## config.mk

```make
export PLATFORM = sky130hd
export DESIGN_NAME = pc_stack_fetch
export DESIGN_NICKNAME = d
export VERILOG_FILES = /design/src/rtl/pic_core_pkg.sv /design/src/rtl/hw_return_stack.sv /design/src/rtl/pc_stack_fetch.sv
export SDC_FILE = /design/constraint.sdc
export NUM_CORES = 1
export LEC_CHECK = 0
export ABC_AREA = 1
export BUFFER_PORTS_ARGS = -buffer_cell sky130_fd_sc_hd__buf_2
export CAP_MARGIN = 20
export CORE_MARGIN = 1
export CORE_UTILIZATION = 61
export CTS_BUF_LIST = sky130_fd_sc_hd__clkbuf_4
export DETAILED_ROUTE_END_ITERATION = 8
export PLACE_DENSITY = 0.81
export SYNTH_ARGS = -nofsm -noshare
export SYNTH_HDL_FRONTEND = slang
export SYNTH_SLANG_ARGS = --single-unit
```

## constraint.sdc

```tcl
create_clock -name clk -period 2.7 [get_ports clk]
set_input_delay 0.135 -clock clk [delete_from_list [all_inputs] [get_ports clk]]
set_output_delay 0.135 -clock clk [all_outputs]
set_load 0.01 [all_outputs]
```

## src/rtl/pic_core_pkg.sv

```systemverilog
// rtl/pic_core_pkg.sv - shared defaults, NOP encoding and stack op codes for the PIC-style core
// Purpose : constants shared by pc_stack_fetch and hw_return_stack.
// Contents: PC_W_DEF, INSTR_W_DEF, STACK_DEPTH_DEF, NOP_WORD, stk_op_e.
package pic_core_pkg;

    localparam int PC_W_DEF        = 11;
    localparam int INSTR_W_DEF     = 14;
    localparam int STACK_DEPTH_DEF = 8;

    // Instruction register contents used when the pipeline is flushed.
    localparam logic [INSTR_W_DEF-1:0] NOP_WORD = '0;

    typedef enum logic [1:0] {
        STK_NONE = 2'd0,
        STK_PUSH = 2'd1,
        STK_POP  = 2'd2
    } stk_op_e;

endpackage

```

## src/rtl/hw_return_stack.sv

```systemverilog
// rtl/hw_return_stack.sv - circular hardware return-address stack
// Purpose : return stack with wrapping pointer; the entry below the pointer is
//           presented combinationally so a pop can steer next_pc in the same cycle.
// Ports   : clk, rst_n (async, active-low), en (update enable), op (stk_op_e code),
//           wdata (address to push), top (entry a pop would return).
//           With PC_STACK_FETCH_STKERR_EN: stk_ovf, stk_unf sticky error flags.
module hw_return_stack
    import pic_core_pkg::*;
#(
    parameter int PC_W        = PC_W_DEF,
    parameter int STACK_DEPTH = STACK_DEPTH_DEF
) (
    input  logic            clk,
    input  logic            rst_n,
    input  logic            en,
    input  logic [1:0]      op,
    input  logic [PC_W-1:0] wdata,
    output logic [PC_W-1:0] top
`ifdef PC_STACK_FETCH_STKERR_EN
    ,
    output logic            stk_ovf,
    output logic            stk_unf
`endif
);

    localparam int SP_W = (STACK_DEPTH > 1) ? $clog2(STACK_DEPTH) : 1;

    logic [SP_W-1:0] sp;
    logic [SP_W-1:0] sp_dec;
    logic [PC_W-1:0] mem [STACK_DEPTH];

    // Pointer wraps naturally because STACK_DEPTH is a power of two.
    assign sp_dec = sp - SP_W'(1);
    assign top    = mem[sp_dec];

    always_ff @(posedge clk or negedge rst_n) begin
        if (!rst_n) begin
            sp <= '0;
            for (int i = 0; i < STACK_DEPTH; i++) begin
                mem[i] <= '0;
            end
        end else if (en) begin
            if (op == STK_POP) begin
                sp <= sp_dec;
            end else if (op == STK_PUSH) begin
                mem[sp] <= wdata;
                sp      <= sp + SP_W'(1);
            end
        end
    end

`ifdef PC_STACK_FETCH_STKERR_EN
    localparam int CNT_W = $clog2(STACK_DEPTH + 1);

    // Occupancy saturates at both ends; the pointer itself keeps wrapping.
    logic [CNT_W-1:0] cnt;

    always_ff @(posedge clk or negedge rst_n) begin
        if (!rst_n) begin
            cnt     <= '0;
            stk_ovf <= 1'b0;
            stk_unf <= 1'b0;
        end else if (en) begin
            if (op == STK_POP) begin
                if (cnt == '0) begin
                    stk_unf <= 1'b1;
                end else begin
                    cnt <= cnt - CNT_W'(1);
                end
            end else if (op == STK_PUSH) begin
                if (cnt == CNT_W'(STACK_DEPTH)) begin
                    stk_ovf <= 1'b1;
                end else begin
                    cnt <= cnt + CNT_W'(1);
                end
            end
        end
    end
`endif

endmodule

```

## src/rtl/pc_stack_fetch.sv

```systemverilog
// rtl/pc_stack_fetch.sv - program counter, instruction register and return-stack fetch unit
// Purpose : drives the ROM address from the PC, registers the returned word into IR
//           (one-cycle fetch latency), and handles jump/call/return/skip flushes.
// Ports   : clk, rst_n (async, active-low), Rom_addr_out, Rom_data_in, stall, jump,
//           jmp_addr, push, pop, skip, ir_out, ir_valid.
// Option  : define PC_STACK_FETCH_STKERR_EN to add stk_ovf / stk_unf outputs.
module pc_stack_fetch
    import pic_core_pkg::*;
#(
    parameter int PC_W        = PC_W_DEF,
    parameter int INSTR_W     = INSTR_W_DEF,
    parameter int STACK_DEPTH = STACK_DEPTH_DEF
) (
    input  logic               clk,
    input  logic               rst_n,
    output logic [PC_W-1:0]    Rom_addr_out,
    input  logic [INSTR_W-1:0] Rom_data_in,
    input  logic               stall,
    input  logic               jump,
    input  logic [PC_W-1:0]    jmp_addr,
    input  logic               push,
    input  logic               pop,
    input  logic               skip,
    output logic [INSTR_W-1:0] ir_out,
    output logic               ir_valid
`ifdef PC_STACK_FETCH_STKERR_EN
    ,
    output logic               stk_ovf,
    output logic               stk_unf
`endif
);

    logic [PC_W-1:0]    pc;
    logic [PC_W-1:0]    next_pc;
    logic [PC_W-1:0]    stack_top;
    logic [INSTR_W-1:0] ir;
    logic               valid;
    logic               flush;
    logic [1:0]         stk_op;

    // Pop wins over push so a simultaneous request behaves as a plain return.
    assign stk_op = pop  ? STK_POP :
                    push ? STK_PUSH : STK_NONE;

    assign flush   = jump | pop | skip;
    assign next_pc = pop  ? stack_top :
                     jump ? jmp_addr  : pc + PC_W'(1);

    always_ff @(posedge clk or negedge rst_n) begin
        if (!rst_n) begin
            pc    <= '0;
            ir    <= INSTR_W'(NOP_WORD);
            valid <= 1'b0;
        end else if (!stall) begin
            pc    <= next_pc;
            ir    <= flush ? INSTR_W'(NOP_WORD) : Rom_data_in;
            valid <= ~flush;
        end
    end

    // The stack stores the current PC, which already points past the CALL.
    hw_return_stack #(
        .PC_W        (PC_W),
        .STACK_DEPTH (STACK_DEPTH)
    ) u_stack (
        .clk   (clk),
        .rst_n (rst_n),
        .en    (~stall),
        .op    (stk_op),
        .wdata (pc),
        .top   (stack_top)
`ifdef PC_STACK_FETCH_STKERR_EN
        ,
        .stk_ovf (stk_ovf),
        .stk_unf (stk_unf)
`endif
    );

    assign Rom_addr_out = pc;
    assign ir_out       = ir;
    assign ir_valid     = valid;

endmodule

```

[Yosys cells after proc, flatten, opt, wreduce, memory -nomap -nowiden]
Index checks and enable logic that the tools add are counted.
Storage, ports and cells
  memories kept: 0
  bits in latches: 0
  logic and storage cells: 44
  flip-flop bits (word level): 117
  input bits: 32
  output and inout bits: 26
  bits in writable memories: 0
  memory bits (read-only): 0
Cells by class
  magnitude comparators: 3
  multiplexer cells: 13
  $mul: 0
  $add $sub $neg: 3
  bitwise logic cells: 7
  reduce and logical (&&, ||, !) cells: 4
  div/mod/pow operators: 0
  equality and inequality tests: 2
  shift operators: 0
Operators by type and width (count)
  88-bit bitwise mux: 1
  11-bit two-way mux: 5
  11-bit binary-select mux with 3-bit select: 1
  11-bit demux with 3-bit select: 1
  14-bit two-way mux: 1
  11-bit by 1-bit adder with 11-bit output, second input constant: 1
  4-bit >= comparator, second input constant: 2
  3-bit NOT with 4-bit output: 2
  3-bit two-way mux: 2
  4-bit by 1-bit < comparator with 1-bit output, second input constant: 1
  3-bit by 1-bit adder with 3-bit output, second input constant: 1
  1-bit NOT: 3
  3-bit AND reduction: 1
  3-bit by 1-bit subtractor with 3-bit output, second input constant: 1
  2-bit by 1-bit == test with 1-bit output, second input constant: 1
  2-bit == test, second input constant: 1
  2-bit two-way mux: 1
  1-bit bitwise OR: 2
  2-bit AND reduction: 1
  2-bit nonzero test: 1
  1-bit logical AND: 1
  1-bit two-way mux: 1

[Logic depth before layout (Yosys ltp)]
Gate-level depths: netlist of the first run.
  depth in word-level cells: 6
  depth in mapped cells: 12
  mapped depth without buffers: 10

[Modules after synthesis]
A second synthesis of the first run with hierarchy kept.
Second synthesis, totals
  cells, all modules: 899
  area total of the unflattened synthesis: 6416.2 µm²
By module, submodules not included
  hw_return_stack: instances 1, cells an instance 734, sequential area each 2277.2 µm², area each 4982.3 µm²
  pc_stack_fetch: instances 1, cells an instance 165, sequential area each 650.6 µm², area each 1433.9 µm²

[Least setup slack after synthesis of the first run]
Ideal clock, no wire load.
  kind: register to register
  from: reg u_stack.sp[0]
  to: reg pc[1], in the netlist Rom_addr_out[1]
  arrival: 1.973 ns
  cell stages (with the launch flop): 12
  clock period less this slack: 2.093 ns
  slack: 0.607 ns
  path through: dfrtp_1 > buf_4 > clkinv_1 > clkbuf_1 > ha_1 > clkinv_1 > clkbuf_1 > nor2_1 > o21ai_0 > a21oi_1 > o21ai_0 > inv_1
On the way
  cells in the longest elaborated chain, start to end: 6
RTL lines
  start, declared: RTL line hw_return_stack.sv:28  | logic [SP_W-1:0] sp;
  start signal, assigned: RTL line hw_return_stack.sv:44  | sp <= sp_dec;
  start signal, assigned: RTL line hw_return_stack.sv:47  | sp <= sp + SP_W'(1);
  3-bit by 1-bit subtractor with 3-bit output: RTL line hw_return_stack.sv:33  | assign sp_dec = sp - SP_W'(1);
  named net u_stack.sp_dec[0]: RTL line hw_return_stack.sv:29  | logic [SP_W-1:0] sp_dec;
  3-bit NOT with 4-bit output (not written as such): RTL line hw_return_stack.sv:34  | assign top = mem[sp_dec];
  11-bit binary-select mux with 3-bit select: RTL line hw_return_stack.sv:34
  11-bit two-way mux (not written as such) (2 in series): RTL line hw_return_stack.sv:34
  11-bit two-way mux: RTL line pc_stack_fetch.sv:46  | assign next_pc = pop ? stack_top :
  end signal, assigned: RTL line pc_stack_fetch.sv:55  | pc <= next_pc;
  end, declared: RTL line pc_stack_fetch.sv:33  | logic [PC_W-1:0] pc;
The timed path passes the listed nets, and every way through them passes these cells. The select of a mux whose other input is x is not followed.
A chain may end at the register's enable or synchronous reset.

[Worst setup path after layout of the first run]
  from: reg u_stack.sp[1]
  to: reg pc[2], in the netlist Rom_addr_out[2]
On the way
  cells in the longest elaborated chain, start to end: 6
RTL lines (RTL line)
  3-bit by 1-bit subtractor with 3-bit output: hw_return_stack.sv:33
  3-bit NOT with 4-bit output (not written as such): hw_return_stack.sv:34
  11-bit binary-select mux with 3-bit select: hw_return_stack.sv:34
  11-bit two-way mux (not written as such) (2 in series): hw_return_stack.sv:34
  11-bit two-way mux: pc_stack_fetch.sv:46
Every way passes these cells. The select of a mux whose other input is x is not followed.

==> run summary, run 1 <==
total power -> 7.51 mW
Worst path depth -> 11
Fin. Hold Viols -> 0
Mapped Cells -> 751
Die W -> 98.7 um
fin util -> 73.9%
global-route usage over all layers -> 32.9%
Crit path max-delay family -> buffers and inverters
worst-path fanout max -> 26
Critical Path Start Type -> flip-flop
Max Transition Viols Final -> 0
Num Clock Sinks -> 117
max_cap viols -> 0
Placer Congestion -> 0.968
via count -> 5356
fmax -> 480 MHz
Worst EP required -> 3.10 ns
clock skew -> 0.0145 ns
PortBufs -> 57
relative slew slack -> 52.0%
Finish-stage setup viols -> 0
placed insts -> 891
fin nets -> 856
DR iter-0 viols -> 400
leading cell type in the layout, fill and taps excluded -> nand2_1
worst-margin pin slew -> 0.718 ns
RSZ-0062 raised after global routing -> false
vias in the first global route -> 5124
Worst Setup End Kind -> flip-flop
highest ir drop seen on vdd -> 0.000976 V
synthesized area -> 5700 um^2
ys async rst share -> 100%
Initial Util -> 64.1%
cells resized by post-CTS repair -> 0
DP HPWL -> 9.51 mm
first-pass GRT wire length -> 24.7 mm
drt pass-1 iters -> 5
CP max stage cell -> dfrtp_1
routed length per placed instance -> 15.6 um
Crit path largest cell delay -> 0.50 ns
cell chosen for the clock root -> clkbuf_4
Unique masters post-synth -> 21
Final Cycle Share -> 77.2%
Die H -> 98.7 um
Worst-path clk slew -> 0.11 ns
Worst R2R Start -> u_stack.sp[1]$_DFFE_PN0P_
predominant post-synthesis flop cell -> dfrtp_1
Seq/Total Area, Yosys -> 51.4%
Max Root-Sink Buffers -> 2
# diodes -> 0
syn_nets -> 786
Min-Delay Path Class -> primary input to flip-flop
critical path cell sequence -> inv_1, ha_1, clkinv_1, buf_4, nor2_1, o21ai_0, nand2_1, nand2_1, nand3_1, o21ai_0, inv_1
H-Tree Depth -> 4
CP Data Arrival Time -> 2.49 ns
final global-route overflow total -> 0
Yosys warning count -> 0
drt via density -> 5.69
Post-synth EDFFs -> 0
initial antenna violation count -> 0
clock latency at the later pin of the worst-skew pair -> 0.52 ns
final setup TNS -> 0 ns
Avg Inst Size Synth -> 7.59 um^2
P&R area growth vs syn -> 15.3%
run status -> completed
WP buf/inv -> 4
Setup crit end -> Rom_addr_out[2]$_DFFE_PN0N_
layout cells sized above 1 -> 12.9%
Leak -> 3.36 nW
Detail Route Antenna Nets -> 0
Critical R2R Capture -> Rom_addr_out[2]$_DFFE_PN0N_
CP Launch Point -> u_stack.sp[1]$_DFFE_PN0P_
Pwr per Cell Area -> 1140 nW/um^2
total CTS buffers -> 17
core area -> 8890 um^2
DRC viols -> 0
total wire length -> 14.7 mm
flops & latches, synth -> 117
Fillers -> 670
io pins -> 58
CTS tree -> built
die area -> 9740 um^2
kind of critical path -> flip-flop to flip-flop
FP Rows -> 34
largest net degree at the start of global routing -> 56
final worst path period need -> 2.08 ns
worst hold stages -> 5
cell depth of the worst flop-to-flop path -> 11
most frequent cells in the layout -> nand2_1, o21ai_0, dfrtp_1
Finished Layout Cells -> 942
FF-to-FF setup slack -> 0.62 ns
-- Yosys cell counts, drive strengths merged, types with 4 or more instances --
cell    number  area share, %
clkbuf      22            1.4
a21oi       30            2.6
nor2        74            4.9
nand2      227             15
clkinv       4           0.26
inv         73            4.8
nand4        7           0.77
dfrtp      117             51
nand3       42            3.7
buf         18            1.8
o21ai      125             11
-- sequential cells by signal (all words and copies together) (netlist names) --
register,count
u_stack.sp,3
Rom_addr_out,11
u_stack.mem,88
ir_valid,1
ir_out,14
-- area by class of cell --
type | count | area (um^2) | area share (%)
inverters | 77 | 289 | 4.40
clock inverters | 14 | 184 | 2.80
flip-flops and latches | 117 | 2930 | 44.5
clock buffers | 18 | 135 | 2.06
well taps | 108 | 135 | 2.06
multi-input cells | 517 | 2300 | 35.0
repair buffers | 91 | 603 | 9.17
-- cells by family (layout without fill, tap and decap cells) --
kind of cell	after synthesis	count (layout)	synth area share (%)
AOI/OAI and AO/OA	157	157	13.8
xor gates and xnor gates	4	4	0.615
adders and majority gates	3	3	0.659
and+or+nand+nor	353	353	25.2
buffers and inverters	117	200	8.30
DFF	117	117	51.4
-- worst min-delay path: stages --
cell and delay (ns):
buf_2 0.10, nor2_1 0.09, nor2_1 0.05, nand2_1 0.07
a21oi_1 0.06
-- timing repair --
item / in CTS / in global routing
endpoints found under the setup margin: 0 / 0
endpoints found under the hold margin: 66 / 0
hold buffers: 19 / 0
buffers inserted: 0 / 0
-- power by group --
| part | internal (mW) | switching (mW) |
|---|---|---|
| Clock | 0.739 | 0.677 |
| Combinational | 1.05 | 2.10 |
| Sequential | 2.43 | 0.514 |
-- routing by layer --
| layer | global-route usage (%) | part of all wire (%) |
|---|---|---|
| met1 | 42.7 | 40 |
| met2 | 53.1 | 49 |
| met3 | 6.38 | 7.1 |
| met4 | 17.3 | 3.5 |
| met5 | 0 | 0 |
-- per-stage QoR --
stage	hold slack (ns)	worst slack [ns]	area [um^2]
floorplan	-0.161	0.607	5700
global placement	0.194	0.797	6060
detailed placement	0.193	0.711	6060
CTS	0.0150	0.659	6570
global route	0.0491	0.478	6570
finish	0.0333	0.616	6570
-- how the worst min path moves through the flow --
stage	startpoint	end	slack (ns)
after floorplan	rst_n	Rom_addr_out[0]$_DFFE_PN0N_	-0.16
final	jmp_addr[6]	Rom_addr_out[6]$_DFFE_PN0N_	0.03
after global routing	jmp_addr[6]	Rom_addr_out[6]$_DFFE_PN0N_	0.05
after CTS	jmp_addr[6]	Rom_addr_out[6]$_DFFE_PN0N_	0.02
after global placement	rst_n	u_stack.mem[85]$_DFFE_PN0P_	0.19
after detailed placement	rst_n	u_stack.mem[87]$_DFFE_PN0P_	0.19
No activity file was read; power rests on OpenSTA's default activity.
==> inputs of run 2 (changes only) <==
--- a/config.mk
+++ b/config.mk
@@ -9,10 +9,10 @@
 export BUFFER_PORTS_ARGS = -buffer_cell sky130_fd_sc_hd__buf_2
 export CAP_MARGIN = 20
 export CORE_MARGIN = 1
-export CORE_UTILIZATION = 61
+export CORE_UTILIZATION = 55
 export CTS_BUF_LIST = sky130_fd_sc_hd__clkbuf_4
 export DETAILED_ROUTE_END_ITERATION = 8
-export PLACE_DENSITY = 0.81
+export PLACE_DENSITY = 0.77
 export SYNTH_ARGS = -nofsm -noshare
 export SYNTH_HDL_FRONTEND = slang
 export SYNTH_SLANG_ARGS = --single-unit
==> constraint.sdc (replaced) <==
create_clock -name clk -period 1.8 [get_ports clk]
set_input_delay 0.09 -clock clk [delete_from_list [all_inputs] [get_ports clk]]
set_output_delay 0.09 -clock clk [all_outputs]
set_load 0.01 [all_outputs]
==> run 2 against run 1 <==
Effect of this change:
- clock power increased by 49%
- register-to-register slack lost 0.48 ns
- sequential power grew 49%
- cell area rose by 4.3%
- sequential cell count is the same
- global-route usage fell by 2.4 points
- via count is 1.7% higher
- die area up 11%
- routed wire length increased by 7.7%
- cell count rose by 4.9%
- critical path depth decreased by 1
- critical path type unchanged
- largest cell class unchanged
- largest power group unchanged
==> run summary, run 2 (synthesized netlist as in run 1, its figures left out) <==
kind of critical path -> flip-flop to flip-flop
largest register by flop count -> u_stack.mem
final global-route overflow total -> 0 (unchanged)
Min-Delay Path Class -> primary input to flip-flop
Crit path max-delay family -> flip-flops
Pwr per Cell Area -> 1710 nW/um^2 (+50%)
critical path cell sequence -> clkinv_2, ha_4, clkinv_2, buf_12, a21oi_1, o21ai_0, nand3_1, nand3_1, nand2_1, nand2_1
via count -> 5449 (+1.7%)
run status -> completed
clock latency at the later pin of the worst-skew pair -> 0.52 ns (about the same)
CP Data Arrival Time -> 2.07 ns (-0.42 ns)
largest net degree at the start of global routing -> 56 (unchanged)
CTS tree -> built
Fin Hold WS -> 0.0383 ns (+0.00500 ns)
Fin. Hold Viols -> 0 (unchanged)
max_cap viols -> 0 (unchanged)
Detail Route Antenna Nets -> 0 (unchanged)
design area -> 6860 um^2 (+4.3%)
DP HPWL -> 9.96 mm (+4.7%)
Max Transition Viols Final -> 0 (unchanged)
DR iter-0 viols -> 475 (+19%)
Die W -> 104 um (+5.2%)
FP Rows -> 36 (+5.9%)
layout cells sized above 1 -> 15.3% (+2.4 points)
core area -> 9910 um^2 (+11%)
# diodes -> 0 (unchanged)
die area -> 10800 um^2 (+11%)
Num Clock Sinks -> 117 (unchanged)
Max Root-Sink Buffers -> 2 (unchanged)
final worst path period need -> 1.67 ns (-0.417 ns)
Initial Util -> 57.5% (-6.6 points)
leading cell type in the layout, fill and taps excluded -> nand2_1
final setup TNS -> 0 ns (unchanged)
P&R area growth vs syn -> 20.3%
max reg flops -> 88 (unchanged)
worst-path fanout max -> 26 (unchanged)
Crit path largest cell delay -> 0.38 ns (-0.12 ns)
global-route usage over all layers -> 30.6% (-2.4 points)
Critical Path Start Type -> flip-flop
CP max stage cell -> dfrtp_1
Leak -> 3.48 nW (+3.5%)
fmax -> 600 MHz (+25%)
Finish-stage setup viols -> 0 (unchanged)
total CTS buffers -> 17 (unchanged)
WP buf/inv -> 3 (-1)
Die H -> 104 um (+5.2%)
total power -> 11.7 mW (+56%)
first-pass GRT wire length -> 25.9 mm (+5.1%)
drt pass-1 iters -> 7 (+2)
DRC viols -> 0 (unchanged)
fin nets -> 877 (+2.5%)
drt via density -> 5.52 (-3.0%)
total wire length -> 15.8 mm (+7.7%)
fin util -> 69.2% (-4.8 points)
vias in the first global route -> 5380 (+5.0%)
clock skew -> 0.0171 ns (+0.00264 ns)
PortBufs -> 57 (unchanged)
Worst-path clk slew -> 0.10 ns (about the same)
worst-margin pin slew -> 0.503 ns (-0.215 ns)
Worst Setup End Kind -> flip-flop
io pins -> 58 (unchanged)
highest ir drop seen on vdd -> 0.00142 V (+46%)
Final Cycle Share -> 92.6% (+15 points)
relative slew slack -> 66.4% (+14 points)
Placer Congestion -> 0.907 (-6.2%)
placed inst area -> 6290 um^2 (+3.7%)
cell chosen for the clock root -> clkbuf_4
initial antenna violation count -> 0 (unchanged)
Worst EP required -> 2.20 ns (-0.90 ns)
most frequent cells in the layout -> nand2_1, o21ai_0, dfrtp_1
routed length per placed instance -> 16.0 um (+2.7%)
H-Tree Depth -> 4 (unchanged)
[run 2: worst reg2reg max path: stages, from the launching register on]
cell	delay, ns
dfrtp_1	0.38
clkinv_2	0.09
ha_4	0.29
clkinv_2	0.07
buf_12	0.17
a21oi_1	0.12
o21ai_0	0.13
nand3_1	0.14
nand3_1	0.08
nand2_1	0.06
nand2_1	0.05
[run 2: path summary, 6_finish.rpt]
path                            depth (start not counted)                     endpoint  slack, ns                       from
worst max-delay path                                   10  Rom_addr_out[3]$_DFFE_PN0N_       0.13  u_stack.sp[0]$_DFFE_PN0P_
worst min-delay path                                    7  Rom_addr_out[3]$_DFFE_PN0N_       0.04                jmp_addr[3]
worst max register to register                         10  Rom_addr_out[3]$_DFFE_PN0N_       0.13  u_stack.sp[0]$_DFFE_PN0P_
worst min register to register                          2         ir_valid$_DFFE_PN0N_       0.49       ir_valid$_DFFE_PN0N_
max in group asynchronous                               3  Rom_addr_out[1]$_DFFE_PN0N_       1.07                      rst_n
min in group asynchronous                               2  u_stack.mem[87]$_DFFE_PN0P_       0.06                      rst_n
[run 2: final cells by class]
type                            instances  area, um^2
Clock buffer                           17         128
Clock inverter                         15         188
Fill cell                             774        3050
Inverter                               77         292
Multi-Input combinational cell        517        2320
Sequential cell                       117        2930
Tap cell                              133         166
Timing Repair Buffer                  112         830
[run 2: metrics by stage]
stage,instances,setup WS (ns)
finish,988,0.133
global route,988,-0.0348
CTS,987,0.100
detailed placement,933,0.113
global placement,933,0.165
floorplan,751,0.0141
[run 2: report_power, final]
group	total (mW)	internal, mW	switching [mW]
clock	2.12	1.09	1.04
combinational	5.23	1.89	3.34
sequential	4.37	3.65	0.723
total	11.7	6.62	5.10
[run 2: metal layers]
metal	share of wire [%]	wire, um	track usage, %
met1	41	6470	40.1
met2	48	7660	49.9
met3	8.0	1270	5.85
met4	2.7	424	12.7
met5	0	0	0
[run 2: what timing repair did]
action / in CTS / in global routing
setup endpoints to repair: 0 / 19
endpoints found under the hold margin: 138 / 0
hold buffers: 22 / 0
resized for setup: 0 / 9
buffers inserted: 0 / 1
==> inputs of run 3 (changes only) <==
--- a/config.mk
+++ b/config.mk
@@ -8,11 +8,12 @@
 export ABC_AREA = 1
 export BUFFER_PORTS_ARGS = -buffer_cell sky130_fd_sc_hd__buf_2
 export CAP_MARGIN = 20
+export CORE_ASPECT_RATIO = 1.25
 export CORE_MARGIN = 1
 export CORE_UTILIZATION = 55
 export CTS_BUF_LIST = sky130_fd_sc_hd__clkbuf_4
 export DETAILED_ROUTE_END_ITERATION = 8
-export PLACE_DENSITY = 0.77
+export PLACE_DENSITY = 0.85
 export SYNTH_ARGS = -nofsm -noshare
 export SYNTH_HDL_FRONTEND = slang
 export SYNTH_SLANG_ARGS = --single-unit
==> run 3 against run 2 <==
Effect of this change:
- via count rose by 3.6%
- first-iteration DRC count rose by 25%
- total power fell by 4.6%
- sequential power barely moved
- maximum frequency fell by 4.4%
- cell area fell by 1.8%
- combinational power fell by 1%
- sequential share of layout area rose by 0.78 points
- critical endpoint is now Rom_addr_out[8]$_DFFE_PN0N_
- largest power group unchanged
==> run summary, run 3 (synthesized netlist as in run 1, its figures left out) <==
Fin. Hold Viols -> 0 (unchanged)
part of the power in registers -> 39.3% (+2.0 points)
internal power -> 6.23 mW (-5.9%)
first-pass GRT wire length -> 25.5 mm (-1.7%)
Pwr per Cell Area -> 1660 nW/um^2 (-2.9%)
fin nets -> 876 (-0.11%)
worst-path fanout max -> 42 (+62%)
layout cells sized above 1 -> 14.7% (-0.65 points)
clock skew -> 0.0187 ns (+0.00158 ns)
Leak -> 3.45 nW (-0.91%)
Max Transition Viols Final -> 0 (unchanged)
Max Root-Sink Buffers -> 2 (unchanged)
fmax -> 573 MHz (-4.4%)
Sw Share -> 44.3% (+0.78 points)
cell chosen for the clock root -> clkbuf_4
CP Data Arrival Time -> 2.14 ns (+0.07 ns)
DR iter-0 viols -> 596 (+25%)
Top cell by count, worst path -> nand2_1
Crit path largest cell delay -> 0.42 ns (+0.04 ns)
PortBufs -> 57 (unchanged)
kind of critical path -> flip-flop to flip-flop
routed length per placed instance -> 16.5 um (+3.2%)
clock group share of total power -> 14.6% (-3.5 points)
total CTS buffers -> 17 (unchanged)
CP max stage cell -> dfrtp_1
run status -> completed
Final Cycle Share -> 96.9% (+4.3 points)
Crit path max-delay family -> simple AND/OR/NAND/NOR gates
Worst Setup End Kind -> flip-flop
WP buf/inv -> 2 (-1)
initial antenna violation count -> 0 (unchanged)
H-Tree Depth -> 4 (unchanged)
max_cap viols -> 0 (unchanged)
vias in the first global route -> 5371 (-0.17%)
Initial Util -> 56.4% (-1.1 points)
# diodes -> 0 (unchanged)
Worst-path clk slew -> 0.10 ns (about the same)
DP HPWL -> 10.9 mm (+9.1%)
RSZ-0062 raised after global routing -> false
NetSw -> 4.95 mW (-2.9%)
die area -> 10800 um^2 (about the same)
leading cell type in the layout, fill and taps excluded -> nand2_1
relative slew slack -> 60.6% (-5.8 points)
Finish-stage setup viols -> 0 (unchanged)
io pins -> 58 (unchanged)
final setup TNS -> 0 ns (unchanged)
largest register by flop count -> u_stack.mem
Min-Delay Path Class -> primary input to flip-flop
FP Rows -> 41 (+14%)
worst-margin pin slew -> 0.591 ns (+0.0878 ns)
via count -> 5644 (+3.6%)
final global-route overflow total -> 0 (unchanged)
drt via density -> 5.75 (+4.3%)
CTS tree -> built
drt pass-1 iters -> 9 (+2)
max reg flops -> 88 (unchanged)
Die W -> 93.1 um (-10%)
highest ir drop seen on vdd -> 0.000812 V (-43%)
DRC viols -> 0 (unchanged)
P&R area growth vs syn -> 18.1%
postcts setup bufs -> 0 (unchanged)
core area -> 10100 um^2 (+2.0%)
largest net degree at the start of global routing -> 56 (unchanged)
critical path cell sequence -> clkinv_2, buf_4, nand2_1, nand3_1, nand2_1, nand2_1, nand2_1, nor2_1, a21oi_1
total power -> 11.2 mW (-4.6%)
Detail Route Antenna Nets -> 0 (unchanged)
Placer Congestion -> 0.921 (+1.5%)
most frequent cells in the layout -> nand2_1, o21ai_0, dfrtp_1
Die H -> 116 um (+12%)
Critical Path Start Type -> flip-flop
Worst EP required -> 2.20 ns (about the same)
final worst path period need -> 1.74 ns (+0.0770 ns)
Comb pwr share -> 46.2% (+1.6 points)
Num Clock Sinks -> 117 (unchanged)
clock latency at the later pin of the worst-skew pair -> 0.52 ns (about the same)
total wire length -> 16.2 mm (+2.4%)
global-route usage over all layers -> 31.5% (+0.93 points)
[run 3: cell types whose count changed in the layout (fill, tap and decap cells not counted), sizes merged]
cell | before | now
clkbuf | 17 | 22
bufinv | 4 | 1
clkinvlp | 3 | 0
clkinv | 12 | 10
dlygate4sd3 | 22 | 21
inv | 73 | 74
[run 3: cell type report]
class | count | area (um^2)
well taps | 129 | 161
flip-flops and latches | 117 | 2930
fillers | 799 | 3370
clock inverters | 8 | 61.3
inverters | 77 | 293
multi-input cells | 517 | 2310
clock buffers | 22 | 165
repair buffers | 111 | 812
[run 3: worst register-to-register path, cell delays in order (launching register included)]
cell      delay, ns
dfrtp_1        0.42
clkinv_2       0.08
buf_4          0.39
nand2_1        0.17
nand3_1        0.11
nand2_1        0.06
nand2_1        0.08
nand2_1        0.06
nor2_1         0.18
a21oi_1        0.09
[run 3: routing by layer]
layer	track usage, %	vias up	wire length, um
met1	35.6	2637	5640
li1	-	2567	-
met5	0	-	0
met2	53.0	340	8210
met4	22.1	0	1100
met3	7.09	100	1260
[run 3: path summary, 6_finish.rpt]
kind	startpoint	endpoint	slack (ns)	cells past startpoint
setup / recovery	u_stack.sp[0]$_DFFE_PN0P_	Rom_addr_out[8]$_DFFE_PN0N_	0.06	9
hold / removal	stall	u_stack.mem[56]$_DFFE_PN0P_	0.04	4
setup reg to reg	u_stack.sp[0]$_DFFE_PN0P_	Rom_addr_out[8]$_DFFE_PN0N_	0.06	9
hold reg to reg	u_stack.mem[77]$_DFFE_PN0P_	u_stack.mem[77]$_DFFE_PN0P_	0.49	2
max in group asynchronous	rst_n	u_stack.mem[37]$_DFFE_PN0P_	1.08	3
min in group asynchronous	rst_n	u_stack.mem[77]$_DFFE_PN0P_	0.12	2
[run 3: what timing repair did]
| action | 4_1_cts | 5_1_grt |
|---|---|---|
| hold endpoints to repair | 116 | 0 |
| hold buffers | 21 | 0 |
| resized for setup | 0 | 3 |
| endpoints found under the setup margin | 0 | 14 |
[run 3: power groups by stage]
stage	Sequential [mW]	Combinational, mW	Clock [mW]
3_3_place_gp	4.34	4.82	0
5_1_grt	4.48	5.74	1.77
6_report	4.39	5.17	1.63
4_1_cts	4.35	5.06	1.64
2_1_floorplan	4.25	3.37	0
3_5_place_dp	4.39	5.00	0
[run 3: stage by stage]
stage	utilization [%]	hold slack (ns)	instance area [um^2]	setup slack, ns	std cells
floorplan	-	-0.206	5730	0.0141	751
global placement	62.3	0.129	6290	0.141	930
detailed placement	62.3	0.132	6290	0.0902	930
CTS	66.6	0.00981	6730	0.0678	981
global route	66.6	0.0220	6730	0.0233	981
finish	66.6	0.0442	6730	0.0560	981
